### src/rtl/alu_exec_stage.sv
// alu_exec_stage: latches ALU operands, holds result/flags and pulses done. Optional ALU_OVF_EN adds ovf_out.
module alu_exec_stage #(
    parameter int WORD_LEN = 32
) (
    input  logic                clk,
    input  logic                rst,
    input  logic                start,
    input  logic [WORD_LEN-1:0] a_in,
    input  logic [WORD_LEN-1:0] b_in,
    input  logic [1:0]          op_in,
    output logic [WORD_LEN-1:0] alu_in1,
    output logic [WORD_LEN-1:0] alu_in2,
    output logic [1:0]          alu_op,
    input  logic [WORD_LEN-1:0] alu_result,
    input  logic                alu_zer,
    input  logic                alu_neg,
    output logic [WORD_LEN-1:0] result_out,
    output logic                zer_out,
    output logic                neg_out,
`ifdef ALU_OVF_EN
    output logic                ovf_out,
`endif
    output logic                busy,
    output logic                done
);
    typedef enum logic [1:0] {IDLE, EXEC, DONE} state_t;
    state_t state, state_nxt;
    logic load;
    always_comb begin
        load = start && state != EXEC;
        state_nxt = state == EXEC ? DONE : load ? EXEC : IDLE;
        busy = state == EXEC;
        done = state == DONE;
    end
    always_ff @(posedge clk) begin
        if (rst) begin
            state      <= IDLE;
            alu_in1    <= '0;
            alu_in2    <= '0;
            alu_op     <= '0;
            result_out <= '0;
            zer_out    <= 1'b0;
            neg_out    <= 1'b0;
        end else begin
            state <= state_nxt;
            if (load) begin
                alu_in1 <= a_in;
                alu_in2 <= b_in;
                alu_op  <= op_in;
            end
            if (busy) begin
                result_out <= alu_result;
                zer_out    <= alu_zer;
                neg_out    <= alu_neg;
            end
        end
    end
`ifdef ALU_OVF_EN
    localparam int M = WORD_LEN - 1;
    logic ovf;
    // signed overflow judged from the latched operands and the ALU's result sign
    always_comb
        ovf = alu_op == 2'd0 ? (alu_in1[M] == alu_in2[M]) && (alu_result[M] != alu_in1[M]) :
              alu_op == 2'd1 ? (alu_in1[M] != alu_in2[M]) && (alu_result[M] != alu_in1[M]) : 1'b0;
    always_ff @(posedge clk) begin
        if (rst) ovf_out <= 1'b0;
        else if (busy) ovf_out <= ovf;
    end
`endif
endmodule

### config.mk
export PLATFORM = sky130hd
export DESIGN_NAME = alu_exec_stage
export DESIGN_NICKNAME = d
export VERILOG_FILES = /design/src/rtl/alu_exec_stage.sv
export SDC_FILE = /design/constraint.sdc
export NUM_CORES = 1
export LEC_CHECK = 0
export BUFFER_PORTS_ARGS = -buffer_cell sky130_fd_sc_hd__buf_2
export CAP_MARGIN = 10
export CORE_ASPECT_RATIO = 0.75
export CORE_MARGIN = 5
export CORE_UTILIZATION = 48
export CTS_CLUSTER_SIZE = 24
export DETAILED_ROUTE_END_ITERATION = 6
export PLACE_DENSITY_LB_ADDON = 0.15
export SLEW_MARGIN = 20
export SYNTH_ARGS = -nofsm -noshare
export SYNTH_HDL_FRONTEND = slang
export SYNTH_SLANG_ARGS = --single-unit
export TNS_END_PERCENT = 10
### constraint.sdc
create_clock -name clk -period 2.03 [get_ports clk]
set_clock_uncertainty 0.2 [all_clocks]
set_input_delay 0.1015 -clock clk [delete_from_list [all_inputs] [get_ports clk]]
set_output_delay 0.1015 -clock clk [all_outputs]
set_load 0.01 [all_outputs]
* After elaboration in Yosys (flattened, before gate mapping)
Index checks and enable logic that the tools add are counted.
Word-level totals: register bits after elaboration 102, latch bits 0, memory bits (writable) 0, bits in read-only memories 0, input port bits 103, output and inout port bits 102, word-level logic and storage cells 15, memories kept 0
Operators by class: add/sub/neg operators 0, multipliers 0, divide/modulo/power cells 0, order comparisons 0, eq/ne operators 3, shift-type cells 0, mux-type cells 2, bitwise operators 0, reduce and logical (&&, ||, !) cells 2
Operators by type and width (count):
- == test 2 x 1 -> 1 bit, second input constant | 1
- == test 2 bit, second input constant | 1
- 2-to-1 mux 2 bit | 1
- != test 2 x 1 -> 1 bit, second input constant | 1
- OR reduction 2 bit | 1
- logical AND 1 bit | 1
- 2-to-1 mux 1 bit | 1

* Depth between registers and ports, before layout
Gate-level depths: netlist of run 1.
word-level depth 4, depth in mapped cells 6, mapped depth without buffers 4

* Least setup slack after synthesis of run 1
OpenSTA, ideal clock, no wires.
path kind register to register, from register state[1], to register alu_in1[11], setup time 0.136 ns, data arrival time 0.912 ns, data required time 1.694 ns, path slack 0.782 ns, cell stages (with the launch flop) 7, path buffers 2, cell sequence dfxtp_1 nand2b_4 inv_2 buf_8 buf_6 o21ai_2 a21oi_2
Between the ends: cells in the longest elaborated chain, start to end 2
Ends and longest elaborated chain:
- from (decl) | RTL line 27 | state_t state, state_nxt;
- from (signal assigned) | RTL line 45 | state <= state_nxt;
- != test 2 x 1 -> 1 bit | RTL line 30 | load = start && state != EXEC;
- logical AND 1 bit | RTL line 30
- to (signal assigned) | RTL line 47 | alu_in1 <= a_in;
- to (decl) | RTL line 11 | output logic [WORD_LEN-1:0] alu_in1,
No other way between the ends. A chain may end at the register's enable or synchronous reset.

* Final worst setup path of run 1
from register state[0], to output port busy
Between the ends: cells in the longest elaborated chain, start to end 1
Ends and longest elaborated chain:
- == test 2 x 1 -> 1 bit | RTL line 32 | busy = state == EXEC;
- to (decl) | RTL line 23 | output logic busy,
No other way between the ends.

==> results of run 1 <==
[power by group through the flow]
stage | combinational [W] | sequential [W] | clock (W)
after floorplan | 0.000297 | 0.00226 | 0
after global placement | 0.000602 | 0.00221 | 0
after detailed placement | 0.000610 | 0.00221 | 0
after CTS | 0.000762 | 0.00216 | 0.00115
after global routing | 0.000844 | 0.00218 | 0.00121
final | 0.000776 | 0.00217 | 0.00111
[logic make-up (layout without fill, tap and decap cells)]
kind of cell,count (synthesis),count (layout)
AND/OR/NAND/NOR,138,138
AO/OA/AOI/OAI,166,166
buffers and inverters,49,332
flip-flops,102,102
[final timing paths]
path         slack, ns        endpoint      startpoint  cells past startpoint
max               0.17            busy        state[0]                      4
min reg2reg       0.26  result_out[10]  result_out[10]                      2
max reg2reg       0.45     alu_in1[25]        state[0]                      5
min               0.13     alu_in2[12]           start                      4
[sequential cells by signal, summed over array words and instances (netlist names)]
register    flops
alu_in1        32
neg_out         1
zer_out         1
alu_op          2
alu_in2        32
result_out     32
state           2
[through the flow]
stage          worst slack (ns)  hold slack [ns]
6_report                  0.170            0.130
3_3_place_gp              0.493            0.142
3_5_place_dp              0.468            0.147
5_1_grt                  0.0740            0.152
4_1_cts                   0.165            0.107
2_1_floorplan             0.782           0.0375
[worst max-delay path, stage by stage, from the launching register on]
cell,delay [ns]
sky130_fd_sc_hd__dfxtp_1,0.39
sky130_fd_sc_hd__nand2b_4,0.08
sky130_fd_sc_hd__inv_2,0.29
sky130_fd_sc_hd__buf_12,0.26
sky130_fd_sc_hd__buf_2,0.17
[cell type report]
| type | count | share of cell area [%] |
|---|---|---|
| multi-input combinational | 304 | 25.2 |
| sequential | 102 | 33.8 |
| inverter | 2 | 0.124 |
| timing repair buffer | 314 | 35.9 |
| clock inverter | 5 | 0.601 |
| clock buffer | 11 | 2.18 |
| tap | 105 | 2.18 |
[cell usage in the layout (no fill, tap or decap)]
cell and count:
sky130_fd_sc_hd__a21oi_1 90, sky130_fd_sc_hd__a21oi_2 10, sky130_fd_sc_hd__buf_12 5, sky130_fd_sc_hd__buf_2 203, sky130_fd_sc_hd__buf_4 5, sky130_fd_sc_hd__clkbuf_1 2, sky130_fd_sc_hd__clkbuf_8 9, sky130_fd_sc_hd__clkinv_2 1
sky130_fd_sc_hd__clkinv_4 1, sky130_fd_sc_hd__clkinvlp_4 3, sky130_fd_sc_hd__dfxtp_1 102, sky130_fd_sc_hd__dlygate4sd3_1 101, sky130_fd_sc_hd__inv_2 2, sky130_fd_sc_hd__nand2_1 68, sky130_fd_sc_hd__nand2b_4 1, sky130_fd_sc_hd__nand3_1 66
sky130_fd_sc_hd__nor2_1 1, sky130_fd_sc_hd__nor2b_1 1, sky130_fd_sc_hd__nor3_1 1, sky130_fd_sc_hd__o21ai_0 22, sky130_fd_sc_hd__o21ai_1 34, sky130_fd_sc_hd__o21ai_2 10
[per-layer routing]
layer / global-route usage [%] / up-vias / wire (um)
met5: 0 / - / 0
met4: 10.4 / 0 / 350
met3: 6.35 / 33 / 930
met2: 44.8 / 180 / 6610
met1: 29.5 / 2030 / 5100
li1: - / 2120 / -
==> Implementation_results.wiki, run 1 <==
{| class="wikitable"
! Metric !! Value
|-
| Outcome || finished clean
|-
| Internal cell power || 0.00294 W
|-
| Vias per cell || a little over 5
|-
| Static leakage power || 2.70 nW
|-
| GPL Wtd Cong || 0.826
|-
| Number of synthesized register bits || 102
|-
| Number of flops mapped to enable cells by yosys || 0
|-
| Post-CTS repair timing setup buffer count || 0
|-
| Max-cap viol count || 0
|-
| Portion of total power attributed to the clock network || 27.5%
|-
| Clock tree from TritonCTS || built
|-
| Overall track demand over capacity in global routing || 25.3%
|-
| Clock root buffer || sky130_fd_sc_hd__clkbuf_8
|-
| Leading post-synthesis cells by instance count || 102 x sky130_fd_sc_hd__dfxtp_1, 90 x sky130_fd_sc_hd__a21oi_1, 68 x sky130_fd_sc_hd__nand2_1
|-
| Routed Antenna Nets || 0
|-
| Multiplexer share of the synthesized area || 0%
|-
| DR vias || 4,363
|-
| Total chip power || 0.00406 W
|-
| Port bufs || 204
|-
| IR drop worst, VDD || roughly 0.00046 V
|-
| Global-route wire length before repair || 20,400 um
|-
| Mean post-synth cell area || between 8 and 9 um^2
|-
| Worst-skew pair later-pin latency || ~0.34 ns
|-
| Full die area || around 10000 um^2
|-
| Number of antenna violations at the first check in global routing || 0
|-
| Std-Cell Rows || 28
|-
| Share of the synthesized area in the top cell type || 52.9%
|-
| Clock sink count || 102
|-
| Antenna Cells || 0
|-
| Portion of the post-synthesis area used by sequential elements || 52.9%
|-
| Number of DRC violations after detailed routing || 0
|-
| Layout Cell Area excl Fill || approximately 6000 um^2
|-
| Combinational fraction of design power || roughly a fifth
|-
| Area of the multi-input gates || 1520 um^2
|-
| Cell variety after synth || 19
|-
| Top Ports || 205
|-
| Clock-pin transition on the worst setup and hold timing paths || roughly 0.090 ns
|-
| Least-Margin Pin Slew || 0.679 ns
|-
| H-tree levels || 3
|-
| Path type of the worst min-delay path || in -> reg
|-
| Share of the cycle needed by the critical path after routing || 91.6%
|-
| WL/cell || around 15 um
|-
| Post-Synth XOR/XNOR Area || 0%
|-
| Final hold vios || 0
|-
| Number of filler instances in the final layout || 556
|-
| Dominant combinational cell family by area after synthesis || compound AO/OA/AOI/OAI gates
|-
| Largest net degree at the start of global routing || roughly 100
|-
| HPWL after detailed placement || 7510 um
|-
| RSZ-0062 raised after global routing || no
|-
| Instance count of the mapped netlist || 455
|-
| Highest clock frequency the design can meet || between 500 and 600 MHz
|-
| Most common cell in the synthesized netlist || sky130_fd_sc_hd__dfxtp_1
|-
| Cell types with the largest area share after synthesis || sky130_fd_sc_hd__dfxtp_1 53%, sky130_fd_sc_hd__a21oi_1 12%, sky130_fd_sc_hd__nand3_1 8.6%
|-
| CP startpoint kind || register
|-
| Placed Cells incl. Taps || 726
|-
| Power per standard cell area || between 600 and 700 nW/um^2
|-
| Final routed wirelength across all metal layers || between 10,000 and 15,000 um
|-
| Buffers from clock root to sink, at most || 2
|-
| Portion of total power attributed to sequential cells || 53.4%
|-
| Mapped Nets || 558
|-
| Initial Util || 49.0%
|-
| Via count of the first global-routing pass || 4,288
|-
| Setup TNS || 0 ns
|-
| Area leader, netlist || sky130_fd_sc_hd__dfxtp_1
|-
| Vert. Die Dim || 87.7 um
|-
| Top FF cell, synth || sky130_fd_sc_hd__dfxtp_1
|-
| Switching component of the power || 0.00112 W
|-
| Sw frac || 27.5%
|-
| Relative area change from synthesis to final layout || 56.2%
|-
| Share of flip-flops with an asynchronous set or reset || 0%
|-
| Relative slew margins || 54.7%
|-
| FF/Latch Area || 2040 um^2
|-
| Required arrival time at the worst endpoint || approximately 1.7 ns
|-
| Number of buffers inserted during clock tree synthesis || 9
|-
| Core Box Area || 7880 um^2
|-
| First-pass iteration count of the detailed router || 4
|-
| Area fraction in compound gates after synthesis || 23.5%
|-
| Cts-stage hold buffer count || 101
|-
| Type of element capturing the critical path || primary output
|-
| # resized after CTS || 0
|-
| Worst Path Max Fanout || between 40 and 50
|-
| Minimum clock period after layout || 1.86 ns
|-
| Final Max Tran Viols || 0
|-
| Arrival @ worst endpoint || 1.56 ns
|-
| Finished Layout Cells || roughly 840
|-
| Die span in x || 114 um
|-
| Fraction of layout cells with a size suffix above 1 || 33.9%
|-
| Class of the most critical setup path || reg -> out
|-
| Final net count || approximately 840
|-
| Initial drt markers || 406
|-
| Post-route core utilization || 76.5%
|-
| Final setup violating endpoints || 0
|-
| Cell Area, Synth || 3860 um^2
|-
| Adder-cell share of the synthesized area || 0%
|-
| Number of warnings issued by yosys || 0
|-
| Fraction of the mapped netlist area in simple logic gates || 15.9%
|-
| Overall overflow remaining after global route || 0
|-
| Total cell area at the placement stage || between 4000 and 5000 um^2
|}
Note: power is estimated with default switching activity, not from simulation.
==> inputs of run 2 (changes only) <==
--- a/config.mk
+++ b/config.mk
@@ -12,7 +12,7 @@
 export CORE_UTILIZATION = 48
 export CTS_CLUSTER_SIZE = 24
 export DETAILED_ROUTE_END_ITERATION = 6
-export PLACE_DENSITY_LB_ADDON = 0.15
+export PLACE_DENSITY = 0.9
 export SLEW_MARGIN = 20
 export SYNTH_ARGS = -nofsm -noshare
 export SYNTH_HDL_FRONTEND = slang
==> run 2 against run 1 <==
Flip-flop and latch count unchanged; total power up 18%; sequential power hardly changed; critical endpoint is now alu_in1[28].
==> Implementation_results.wiki, run 2 (synthesis results as in run 1) <==
{| class="wikitable"
! Metric !! Value
|-
| Outcome || finished clean
|-
| Std-Cell Rows || 28 (unchanged)
|-
| Clock sink count || 102 (unchanged)
|-
| Number of antenna violations at the first check in global routing || 1 (+1)
|-
| CP max stage cell || sky130_fd_sc_hd__dlygate4sd3_1
|-
| Power per standard cell area || 745 nW/um^2 (+11%)
|-
| Final routed wirelength across all metal layers || 15,200 um (+17%)
|-
| Core Box Area || 7880 um^2 (unchanged)
|-
| CP startpoint kind || register
|-
| Number of filler instances in the final layout || 446 (-20%)
|-
| Relative area change from synthesis to final layout || 66.2%
|-
| RSZ-0062 raised after global routing || yes
|-
| Largest net degree at the start of global routing || 75 (-26%)
|-
| Clock root buffer || sky130_fd_sc_hd__clkbuf_8
|-
| Initial drt markers || 422 (+3.9%)
|-
| Final Max Tran Viols || 0 (unchanged)
|-
| First-pass iteration count of the detailed router || 5 (+1)
|-
| Final net count || 862 (+3.1%)
|-
| Fraction of layout cells with a size suffix above 1 || 33.1% (-0.76 points)
|-
| Minimum clock period after layout || 2.02 ns (+0.156 ns)
|-
| Vert. Die Dim || 87.7 um (unchanged)
|-
| Share of the cycle needed by the critical path after routing || 99.3% (+7.7 points)
|-
| GPL Wtd Cong || 0.817 (-1.1%)
|-
| Number of buffers inserted during clock tree synthesis || 9 (unchanged)
|-
| Crit-path cells || nand2b_4 -> inv_2 -> buf_12 -> o21ai_0 -> a21oi_1 -> dlygate4sd3_1
|-
| Internal cell power || 0.00360 W (+23%)
|-
| Relative slew margins || 53.2% (-1.5 points)
|-
| HPWL after detailed placement || 7740 um (+3.1%)
|-
| Setup TNS || 0 ns (unchanged)
|-
| Class of the most critical setup path || reg -> reg
|-
| Portion of total power attributed to the clock network || 37.2% (+9.7 points)
|-
| Most common cell after layout, fill and taps aside || sky130_fd_sc_hd__buf_2
|-
| Smallest hold slack || 0.145 ns (+0.0143 ns)
|-
| Post-route core utilization || 81.4% (+4.9 points)
|-
| Post-Place Setup Slack || 0.635 ns (+0.167 ns)
|-
| Full die area || 9960 um^2 (unchanged)
|-
| Overall track demand over capacity in global routing || 29.1% (+3.8 points)
|-
| Finished Layout Cells || 872 (+3.4%)
|-
| Global-route wire length before repair || 23,300 um (+14%)
|-
| Clock-pin transition on the worst setup and hold timing paths || 0.10 ns (about the same)
|-
| Number of DRC violations after detailed routing || 0 (unchanged)
|-
| Worst-skew pair later-pin latency || 0.36 ns (+0.02 ns)
|-
| Highest clock frequency the design can meet || 496 MHz (-7.7%)
|-
| Slack of the critical path || 0.0144 ns (-0.156 ns)
|-
| Top Ports || 205 (unchanged)
|-
| Via count of the first global-routing pass || 4,840 (+13%)
|-
| IR drop worst, VDD || 0.000477 V (+4.5%)
|-
| DR vias || 4,758 (+9.1%)
|-
| Sw frac || 24.7% (-2.8 points)
|-
| Port bufs || 204 (unchanged)
|-
| Regs by FF count || alu_in1: 32 flops, alu_in2: 32 flops, result_out: 32 flops
|-
| Arrival @ worst endpoint || 2.12 ns (+0.56 ns)
|-
| Post-CTS repair timing setup buffer count || 0 (unchanged)
|-
| Least-Margin Pin Slew || 0.702 ns (+0.0226 ns)
|-
| WL/cell || 17.4 um (+13%)
|-
| Die span in x || 114 um (unchanged)
|-
| Clock tree from TritonCTS || built
|-
| Type of element capturing the critical path || register
|-
| Placed Cells incl. Taps || 726 (unchanged)
|-
| Category of cells accounting for the largest share of critical-path delay || buffers and inverters
|-
| Commonest non-fill, non-tap cells in the layout || 203 x sky130_fd_sc_hd__buf_2, 126 x sky130_fd_sc_hd__dlygate4sd3_1, 102 x sky130_fd_sc_hd__dfxtp_1, 90 x sky130_fd_sc_hd__a21oi_1, 68 x sky130_fd_sc_hd__nand2_1
|-
| Buffers from clock root to sink, at most || 2 (unchanged)
|-
| Critical path buffer and inverter count || 3 (unchanged)
|-
| Critical Path Max Stage Delay || 0.60 ns (+0.21 ns)
|-
| Switching component of the power || 0.00118 W (+6.0%)
|-
| Max-cap viol count || 0 (unchanged)
|-
| Portion of total power attributed to sequential cells || 45.4% (-8.0 points)
|-
| Worst Path Max Fanout || 37 (-14%)
|-
| Vias per cell || 5.46 (+5.4%)
|-
| H-tree levels || 3 (unchanged)
|-
| Routed Antenna Nets || 0 (unchanged)
|-
| Final setup violating endpoints || 0 (unchanged)
|-
| Required arrival time at the worst endpoint || 2.13 ns (+0.40 ns)
|-
| Overall overflow remaining after global route || 0 (unchanged)
|-
| Path type of the worst min-delay path || in -> reg
|-
| Combinational fraction of design power || 17.4% (-1.7 points)
|-
| Static leakage power || 2.94 nW (+8.6%)
|-
| Final hold vios || 0 (unchanged)
|-
| Initial Util || 49.0% (unchanged)
|}
[run 2: path summary, 6_finish.rpt]
kind                                      from             end  slack (ns)  depth (start not counted)
worst max-delay path                  state[1]     alu_in1[28]        0.01                          6
worst min-delay path                     start     alu_in2[13]        0.14                          5
worst max register to register        state[1]     alu_in1[28]        0.01                          6
worst min register to register  result_out[12]  result_out[12]        0.26                          2
[run 2: area by class of cell]
type,instances,area [um^2],share of cell area [%]
multi-input cells,304,1520,23.7
clock inverters,7,168,2.61
inverters,2,7.51,0.117
well taps,105,131,2.05
repair buffers,340,2420,37.7
clock buffers,9,124,1.93
diodes,3,7.51,0.117
flip-flops and latches,102,2040,31.8
[run 2: worst reg2reg max path: cells and delay by family, from the launching register on]
| kind | cells | cell delay (ns) |
|---|---|---|
| buffers and inverters | 3 | 0.95 |
| AND/OR/NAND/NOR | 1 | 0.16 |
| AO/OA/AOI/OAI | 2 | 0.33 |
| flip-flops | 1 | 0.32 |
[run 2: metrics by stage]
step	power, W	cell area [um^2]
3_3_place_gp	0.00279	4830
3_5_place_dp	0.00281	4830
5_1_grt	0.00495	6410
6_report	0.00478	6420
2_1_floorplan	0.00256	3860
4_1_cts	0.00476	6380
[run 2: power by group through the flow]
stage,registers (W),clock network [W],logic [W]
4_1_cts,0.00217,0.00180,0.000786
5_1_grt,0.00218,0.00187,0.000893
3_3_place_gp,0.00221,0,0.000583
6_report,0.00217,0.00178,0.000832
2_1_floorplan,0.00226,0,0.000297
3_5_place_dp,0.00221,0,0.000599
[run 2: repair_timing]
action                                 CTS  global route
endpoints found under the hold margin  101             0
hold buffers                           126             0
resized for setup                        0             1
setup endpoints to repair                0            15
[run 2: routing by layer]
metal | wire [um] | share of wire [%] | GRT usage [%]
met3 | 1250 | 8.2 | 8.22
met4 | 754 | 5.0 | 15.0
met1 | 5290 | 35 | 28.8
met2 | 7910 | 52 | 55.8
met5 | 0 | 0 | 0
